**config.mk**
```make
export PLATFORM = sky130hd
export DESIGN_NAME = enemy_sprite_scheduler
export DESIGN_NICKNAME = d
export VERILOG_FILES = /design/src/rtl/enemy_pkg.sv /design/src/rtl/enemy_grid_map.sv /design/src/rtl/enemy_sprite_scheduler.sv
export SDC_FILE = /design/constraint.sdc
export NUM_CORES = 1
export LEC_CHECK = 0
export CORE_ASPECT_RATIO = 0.75
export CORE_MARGIN = 5
export CORE_UTILIZATION = 35
export CTS_CLUSTER_DIAMETER = 80
export DETAILED_ROUTE_END_ITERATION = 10
export PLACE_DENSITY = 0.56
export SLEW_MARGIN = 20
export SYNTH_ARGS = -nofsm -noshare
export SYNTH_HDL_FRONTEND = slang
export SYNTH_SLANG_ARGS = --single-unit
export TNS_END_PERCENT = 10
```
**constraint.sdc**
```tcl
create_clock -name clk -period 5 [get_ports clk]
set_clock_uncertainty 0.05 [all_clocks]
set_input_delay 1 -clock clk [delete_from_list [all_inputs] [get_ports clk]]
set_output_delay 1 -clock clk [all_outputs]
set_load 0.1 [all_outputs]
```
**src/rtl/enemy_pkg.sv**
```systemverilog
// enemy_pkg: shared formation geometry, sprite ROM constants and enemy type codes
package enemy_pkg;
  localparam int COLS = 8;
  localparam int ROWS = 3;
  localparam int CELLS = COLS * ROWS;
  localparam int SPR_W = 39;
  localparam int SPR_H = 39;
  localparam int GAP_X = 9;
  localparam int GAP_Y = 9;
  localparam int PITCH_X = SPR_W + GAP_X;
  localparam int PITCH_Y = SPR_H + GAP_Y;
  localparam int SPR_PIX = SPR_W * SPR_H;
  localparam int ADDR_W = 12;
  localparam int EXPLODE_FRAMES = 8;
  localparam logic [11:0] TRANSP = 12'h000;
  typedef enum logic [1:0] {TYPE_A = 2'd0, TYPE_B = 2'd1, TYPE_C = 2'd2} enemy_type_e;
  function automatic enemy_type_e row_type(input logic [1:0] row);
    return row == 2'd0 ? TYPE_C : row == 2'd1 ? TYPE_B : TYPE_A;
  endfunction
endpackage

```
**src/rtl/enemy_grid_map.sv**
```systemverilog
// enemy_grid_map: maps a pixel onto the formation grid (cell, in-cell offset) with one stage register
module enemy_grid_map
  import enemy_pkg::*;
(
  input  logic       clk,
  input  logic       rst,
  input  logic       valid,
  input  logic [9:0] px_x,
  input  logic [9:0] px_y,
  input  logic [9:0] org_x,
  input  logic [9:0] org_y,
  output logic       in_cell_c,
  output logic [4:0] cell_c,
  output logic       s1_valid,
  output logic       s1_in_cell,
  output logic [1:0] s1_row,
  output logic [5:0] s1_dx,
  output logic [5:0] s1_dy
);
  logic signed [10:0] rel_x, rel_y;
  logic [10:0] col_w, row_w;
  logic [5:0] dx_w, dy_w;
  // relative position, cell index and offset; negative rel is rejected via its sign bit
  always_comb begin
    rel_x = $signed({1'b0, px_x}) - $signed({1'b0, org_x});
    rel_y = $signed({1'b0, px_y}) - $signed({1'b0, org_y});
    col_w = $unsigned(rel_x) / 11'(PITCH_X);
    row_w = $unsigned(rel_y) / 11'(PITCH_Y);
    dx_w = 6'($unsigned(rel_x) % 11'(PITCH_X));
    dy_w = 6'($unsigned(rel_y) % 11'(PITCH_Y));
    in_cell_c = valid && !rel_x[10] && !rel_y[10] && col_w < 11'(COLS) && row_w < 11'(ROWS)
                && dx_w < 6'(SPR_W) && dy_w < 6'(SPR_H);
    cell_c = in_cell_c ? {row_w[1:0], col_w[2:0]} : 5'd0;
  end
  // stage register
  always_ff @(posedge clk) begin
    if (rst) begin
      {s1_valid, s1_in_cell, s1_row, s1_dx, s1_dy} <= '0;
    end else begin
      s1_valid <= valid;
      s1_in_cell <= in_cell_c;
      s1_row <= row_w[1:0];
      s1_dx <= dx_w;
      s1_dy <= dy_w;
    end
  end
endmodule

```
**src/rtl/enemy_sprite_scheduler.sv**
```systemverilog
// enemy_sprite_scheduler: per-pixel enemy ROM scheduler with alive bitmap and kill handshake (ENEMY_EXPLODE_EN adds dying flash)
module enemy_sprite_scheduler
  import enemy_pkg::*;
(
  input  logic        clk,
  input  logic        rst,
  input  logic        px_valid,
  input  logic [9:0]  px_x,
  input  logic [9:0]  px_y,
  input  logic        frame_start,
  input  logic [9:0]  origin_x,
  input  logic [9:0]  origin_y,
  input  logic        kill_valid,
  input  logic [2:0]  kill_col,
  input  logic [1:0]  kill_row,
  output logic        kill_ack,
  output logic        kill_hit,
  output logic [1:0]  rom_type,
  output logic [11:0] rom_addr,
  input  logic [11:0] rom_data,
  output logic        out_valid,
  output logic        out_hit,
  output logic [11:0] out_color,
  output logic [4:0]  alive_count,
  output logic        all_dead
);
  logic [9:0] org_x, org_y;
  logic [CELLS-1:0] alive, dying;
  logic [4:0] kidx, cell_c;
  logic kill_ok, in_cell_c;
  logic s1_valid, s1_in_cell, s1_live, s1_dying;
  logic [1:0] s1_row;
  logic [5:0] s1_dx, s1_dy;
  logic s2_valid, s2_live, s2_dying, s3_valid, s3_live, s3_dying, opaque;
  assign kidx = {kill_row, kill_col};
  assign kill_ok = kill_valid && kill_row < 2'(ROWS) && alive[kidx];
  assign alive_count = 5'($countones(alive));
  assign all_dead = alive == '0;
  assign opaque = s3_live && rom_data != TRANSP;
  enemy_grid_map u_map (
    .clk(clk), .rst(rst), .valid(px_valid), .px_x(px_x), .px_y(px_y),
    .org_x(org_x), .org_y(org_y), .in_cell_c(in_cell_c), .cell_c(cell_c),
    .s1_valid(s1_valid), .s1_in_cell(s1_in_cell), .s1_row(s1_row), .s1_dx(s1_dx), .s1_dy(s1_dy)
  );
  // origin is latched once per frame so a frame never tears
  always_ff @(posedge clk) begin
    if (rst) begin
      org_x <= '0;
      org_y <= '0;
    end else if (frame_start) begin
      org_x <= origin_x;
      org_y <= origin_y;
    end
  end
  // kill handshake: every request acked next cycle, only a live in-range cell is cleared
  always_ff @(posedge clk) begin
    if (rst) begin
      alive <= '1;
      kill_ack <= 1'b0;
      kill_hit <= 1'b0;
    end else begin
      kill_ack <= kill_valid;
      kill_hit <= kill_ok;
      if (kill_ok) alive[kidx] <= 1'b0;
    end
  end
`ifdef ENEMY_EXPLODE_EN
  logic [3:0] boom_cnt;
  // killed cells keep drawing white until the shared frame countdown expires
  always_ff @(posedge clk) begin
    if (rst) begin
      dying <= '0;
      boom_cnt <= '0;
    end else if (kill_ok) begin
      dying[kidx] <= 1'b1;
      boom_cnt <= 4'(EXPLODE_FRAMES);
    end else if (frame_start && boom_cnt != 4'd0) begin
      boom_cnt <= boom_cnt - 4'd1;
      if (boom_cnt == 4'd1) dying <= '0;
    end
  end
`else
  assign dying = '0;
`endif
  // pixel pipeline: S1 cell state, S2 ROM request, S3 align with ROM read, S4 output
  always_ff @(posedge clk) begin
    if (rst) begin
      {s1_live, s1_dying, s2_valid, s2_live, s2_dying, s3_valid, s3_live, s3_dying} <= '0;
      rom_addr <= '0;
      rom_type <= '0;
      out_valid <= 1'b0;
      out_hit <= 1'b0;
      out_color <= '0;
    end else begin
      s1_live <= in_cell_c && (alive[cell_c] || dying[cell_c]);
      s1_dying <= in_cell_c && dying[cell_c];
      s2_valid <= s1_valid;
      s2_live <= s1_in_cell && s1_live;
      s2_dying <= s1_dying;
      if (s1_in_cell) begin
        rom_addr <= 12'(s1_dy * SPR_W + s1_dx);
        rom_type <= row_type(s1_row);
      end
      s3_valid <= s2_valid;
      s3_live <= s2_live;
      s3_dying <= s2_dying;
      out_valid <= s3_valid;
      out_hit <= opaque;
      out_color <= !opaque ? 12'h000 : s3_dying ? 12'hFFF : rom_data;
    end
  end
endmodule

```
# Word-level counts from Yosys, hierarchy flattened
# Memory sizes are Yosys's and may differ from the RTL's.
# Cells that the tools add are included.
op_classes:
  n_eq_ne: 1
  mux: 11
  n_reduce_logical: 20
  bitwise: 3
  n_div: 4
  add_sub_neg: 26
  mul: 1
  order_cmp: 8
ops:
  columns: ["cell", "count"]
  rows:
  - ["adder 1 x 1 -> 2 bit", 12]
  - ["AND 24 bit", 1]
  - ["zero test 24 bit", 1]
  - ["NOT 24 bit", 1]
  - ["divider 11 x 6 -> 11 bit, second input constant", 2]
  - ["modulo 11 x 6 -> 11 bit, second input constant", 2]
  - ["subtractor 10 x 10 -> 11 bit", 2]
  - ["adder 2 x 2 -> 3 bit", 6]
  - ["logical AND 1 bit", 13]
  - ["adder 12 x 6 -> 12 bit", 1]
  - ["adder 3 x 3 -> 4 bit", 3]
  - ["< comparator 5 x 6 -> 1 bit, second input constant", 2]
  - ["< comparator 6 bit, second input constant", 2]
  - ["multiplier 6 x 6 -> 12 bit, second input constant", 1]
  - ["two-way mux 12 bit", 1]
  - ["nonzero test 12 bit", 1]
  - ["< comparator 11 x 2 -> 1 bit, second input constant", 1]
  - ["< comparator 11 x 4 -> 1 bit, second input constant", 1]
  - ["binary-select mux 1 bit (select 5 bit)", 2]
  - ["adder 4 x 4 -> 5 bit", 1]
  - ["adder 5 x 4 -> 5 bit", 1]
  - ["demux 1 bit (select 5 bit)", 1]
  - [">= comparator 5 x 1 -> 1 bit, second input constant", 1]
  - ["two-way mux 1 bit", 5]
  - ["other kinds (9)", 10]
word_totals:
  in_bits: 62
  regBits: 98
  elab_cells: 98
  memories: 1
  mem_bits_ro: 32
mem_list:
  columns: ["name", "depth", "width", "rd", "rd_ports_with_merged_regs", "write_ports", "line", "text"]
  rows:
  - ["(no name shown)", 32, 1, 1, 0, 0, "enemy_sprite_scheduler.sv:96", "s1_dying <= in_cell_c && dying[cell_c];"]

# Logic depth before layout (Yosys ltp)
# Gate-level depths: netlist (run 1).
logic_depth:
  depth_word: 13
  depth_mapped: 19

# Hierarchy
# Synthesis (run 1) repeated with hierarchy kept, for this count alone.
unflattened:
  cells_unflattened: 782
  area_unflattened_um2: 7121.8
modules_own_cells:
  columns: ["module", "n_inst", "cells_each", "area_each_um2"]
  rows:
  - ["enemy_sprite_scheduler", 1, 454, 4575.6]
  - ["enemy_grid_map", 1, 328, 2546.2]

# Worst setup path before layout (run 1)
# OpenSTA, ideal clock, no wires.
synth_path:
  kind: "flip-flop to output port"
  start: "register alive[17]"
  end: "output alive_count[2]"
  required_ps: 3950
  path_buffers: 0
  path_stages_with_launch: 14
  arrival_time_ps: 5021
  slack_ps: -1071
  path_cell_list: "dfxtp_1 -> fa_1 -> inv_1 -> fa_1 -> inv_1 -> fa_1 -> inv_1 -> fa_1 -> fa_1 -> inv_1 -> ha_1 -> inv_1 -> fa_1 -> xnor2_1"
synth_via:
  elab_chain_cells: 4
synth_rtl:
  columns: ["item", "line", "text"]
  rows:
  - ["start, declared", "enemy_sprite_scheduler.sv:28", "logic [CELLS-1:0] alive, dying;"]
  - ["start signal, assigned", "enemy_sprite_scheduler.sv:58", "alive <= '1;"]
  - ["start signal, assigned by index", "enemy_sprite_scheduler.sv:64", "if (kill_ok) alive[kidx] <= 1'b0;"]
  - ["adder 1 x 1 -> 2 bit (not written as such)", "enemy_sprite_scheduler.sv:37", "assign alive_count = 5'($countones(alive));"]
  - ["adder 2 x 2 -> 3 bit (not written as such)", "enemy_sprite_scheduler.sv:37", null]
  - ["adder 3 x 3 -> 4 bit (not written as such)", "enemy_sprite_scheduler.sv:37", null]
  - ["adder 5 x 4 -> 5 bit (not written as such)", "enemy_sprite_scheduler.sv:37", null]
  - ["end, declared", "enemy_sprite_scheduler.sv:24", "output logic [4:0] alive_count,"]
# Every way passes these cells.

# Worst setup path in the final report (run 1)
layout_path:
  start: "register alive[17]"
  end: "output alive_count[3]"
# The elaborated chain is that of the path after synthesis.

==> flow_metrics.env, run 1 <==
export IMPL_synth_seq_cells=95
export IMPL_yosys_top_cells_area="dfxtp_1 (26%), ha_1 (9.3%), fa_1 (7.8%)"
export IMPL_dieHeight_um=136.2
export IMPL_vdd_drop_max_mv=0.1570
export IMPL_hold_violations=0
export IMPL_avgViaCountPerCell=4.995
export IMPL_cts_root_buf="clkbuf_16"
export IMPL_antenna_found_initial=0
export IMPL_wl_um=19300
export IMPL_grtUsageMet1=0.2401
export IMPL_postSynthAreaPerCell_sq_um=8.807
export IMPL_coreArea_sq_um=21010
export IMPL_max_freq_mhz=185.3
export IMPL_p_leak_nw=4.163
export IMPL_crit_slowest_cell="fa_1"
export IMPL_critPathKind="reg -> out"
export IMPL_fin_crit_sh=1.080
export IMPL_drc=0
export IMPL_area_growth_pct=33.29
export IMPL_crit_top_cell="fa_1"
export IMPL_setup_tns_ps=-1365
export IMPL_busiest_layer="met2"
export IMPL_period_minus_slack_ps=5398
export IMPL_rows=46
export IMPL_drt_initial_drc_count=397
export IMPL_synth_largest_area_cell="dfxtp_1"
export IMPL_nFillCells=2044
export IMPL_gr_usage_met3=0.03169
export IMPL_via_count=6618
export IMPL_num_antenna_cells=0
export IMPL_violations="setup timing"
export IMPL_setup_violations=4
export IMPL_critPathLaunchType="flip-flop"
export IMPL_synthFlopType="dfxtp_1"
export IMPL_grt_max_degree=46
export IMPL_met2_usage=0.2524
export IMPL_postPlaceCellArea_sq_um=9572
export IMPL_syn_area_sq_um=7433
export IMPL_register_area_sq_um=1906
export IMPL_numCtsBuffers=9
export IMPL_critPathCaptureType="output port"
export IMPL_hold_path_class="reg -> reg"
export IMPL_cp_arrival_ps=4350
export IMPL_grt_first_pass_wirelength_um=32420
export IMPL_ys_types=92
export IMPL_crit_chain="fa_1 -> inv_1 -> fa_1 -> inv_1 -> fa_1 -> inv_1 -> fa_1 -> fa_1 -> inv_2 -> ha_4 -> buf_4 -> a21o_1 -> a21oi_2 -> buf_4 -> xnor2_4 -> buf_12"
export IMPL_place_ws_ps=-424.0
export IMPL_yosysTopAreaCellShare=0.2558
export IMPL_cp_data_required_time_ps=3950
export IMPL_clkTransAtPathRegs_ps=80
export IMPL_gr_total_overflow=0
export IMPL_num_io_pins=98
export IMPL_power_density_nw_per_um2=328.3
export IMPL_yosys_top_cells_count="dfxtp_1 (95), nor2_1 (89), inv_1 (85), ha_1 (55), a21oi_1 (49)"
export IMPL_io_buffers=97
export IMPL_initial_core_util=0.3538
export IMPL_yosysSeqAreaShare=0.2558
export IMPL_die_x_um=178.3
export IMPL_worst_pin_slew_ps=1000
export IMPL_synthArstFlopShare=0
export IMPL_fin_nets=1178
export IMPL_ctsHtreeMaxLevel=3
export IMPL_clk_latency_ps=360
export IMPL_rsz0062_at_grt="yes"
export IMPL_yosysWarningCount=0
export IMPL_maxSlewViolCount=0
export IMPL_layout_drive_gt1_share=0.2015
export IMPL_first_pass_iters=5
export IMPL_hpwl_um=15340
export IMPL_max_stage_delay_ps=540
export IMPL_path_max_fanout=2
export IMPL_globalRouteTotalUtil=0.1650
export IMPL_multi_input_area_sq_um=5101
export IMPL_max_cap_viol_count=0
export IMPL_whs_ps=392.3
export IMPL_fin_util=0.4717
export IMPL_syn_inst=844
export IMPL_synth_most_common_cell="dfxtp_1"
export IMPL_grt_pass1_vias=6422
export IMPL_clk_path_buf_depth=2
export IMPL_cts_tree="built"
export IMPL_synth_nets=990
export IMPL_avgRoutedWirePerCell_um=14.56
export IMPL_cts_num_sinks=95
export IMPL_place_congestion=0.8829
export IMPL_synth_edff_count=0
export IMPL_die_area_sq_um=24280
export IMPL_status="complete, but fails checks"
export IMPL_fin_area_sq_um=9908
export IMPL_postRouteAntennaNets=0
export IMPL_setup_ws_ps=-397.9
export IMPL_slew_headroom=0.3311
-- layer usage --
metal  wire (um)  vias to the layer above  share of wire
li1            -                     3400              -
met5           0                        -              0
met3         991                       15          0.051
met4         240                        0          0.012
met2        8172                      135           0.42
met1        9892                     3068           0.51
-- power by group --
part	total, mW	internal [mW]	switching, mW
clock	0.722	0.359	0.362
combinational	1.71	0.799	0.908
sequential	0.825	0.795	0.0301
-- logic make-up (layout without fill, tap and decap cells) --
family                   Yosys count  after routing  synth area share
AO/OA/AOI/OAI                    198            198            0.2033
XOR/XNOR                          23             23           0.03063
adder cells (fa/ha/maj)           84             84            0.1707
buffers and inverters            124            317           0.06800
flip-flops                        95             95            0.2558
multiplexers                      47             47           0.07406
AND/OR/NAND/NOR                  273            273            0.1974
-- cell usage in the layout (no fill, tap or decap), types with 21 or more instances in the layout --
master | synthesis | layout
a21oi_1 | 49 | 48
and2_1 | 21 | 21
inv_1 | 85 | 82
nor2_1 | 89 | 88
nand2_1 | 31 | 31
clkdlybuf4s50_1 | 0 | 91
fa_1 | 29 | 28
ha_1 | 55 | 54
mux2i_1 | 37 | 37
buf_4 | 2 | 117
dfxtp_1 | 95 | 92
-- sequential cells by signal, summed over array words and instances, names as in the netlist --
register	count
u_map.s1_row	2
org_y	10
kill_ack	1
s3_valid	1
alive	24
out_hit	1
u_map.s1_in_cell	1
rom_addr	12
u_map.s1_dx	6
u_map.s1_dy	6
s2_valid	1
s1_live	1
kill_hit	1
org_x	10
s2_live	1
u_map.s1_valid	1
out_color	12
out_valid	1
rom_type	2
s3_live	1
-- critical path, delay by kind of cell, from the launching register on --
| kind | cells | cell delay, ps |
|---|---|---|
| AO/OA/AOI/OAI | 2 | 280 |
| XOR/XNOR | 1 | 120 |
| adder cells (fa/ha/maj) | 6 | 2610 |
| buffers and inverters | 7 | 660 |
| flip-flops | 1 | 330 |
-- worst paths after layout --
kind,startpoint,endpoint,slack [ps],cells after the start
max reg2reg,org_x[0],s1_live,850,18
max,alive[17],alive_count[3],-400,16
min,s2_live,s3_live,390,1
min reg2reg,s2_live,s3_live,390,1
-- repair_timing --
action | in CTS | in global routing
hold buffers | 0 | 0
pin swaps | 3 | 4
setup buffers | 0 | 0
gates resized for setup | 11 | 3
cloned | 0 | 0
endpoints found under the setup margin | 5 | 5
-- metrics by stage --
stage,power (mW),std cells
floorplan,1.995,844
global placement,2.525,1309
detailed placement,2.532,1309
CTS,3.292,1325
global route,3.511,1325
finish,3.253,1325
-- final cells by class --
type | count | area share
clock inverters | 7 | 0.007956
flip-flops and latches | 95 | 0.1923
clock buffers | 9 | 0.02273
inverters | 86 | 0.03258
multi-input cells | 625 | 0.5148
well taps | 288 | 0.03637
repair buffers | 215 | 0.1932
(Power assumes the default switching activity.)
==> inputs of run 2 (changes only) <==
Settings changed: HOLD_SLACK_MARGIN set to 0.1.
==> results of run 2 <==
Same layout as run 1: the final DEF is identical, and so are final timing and power.
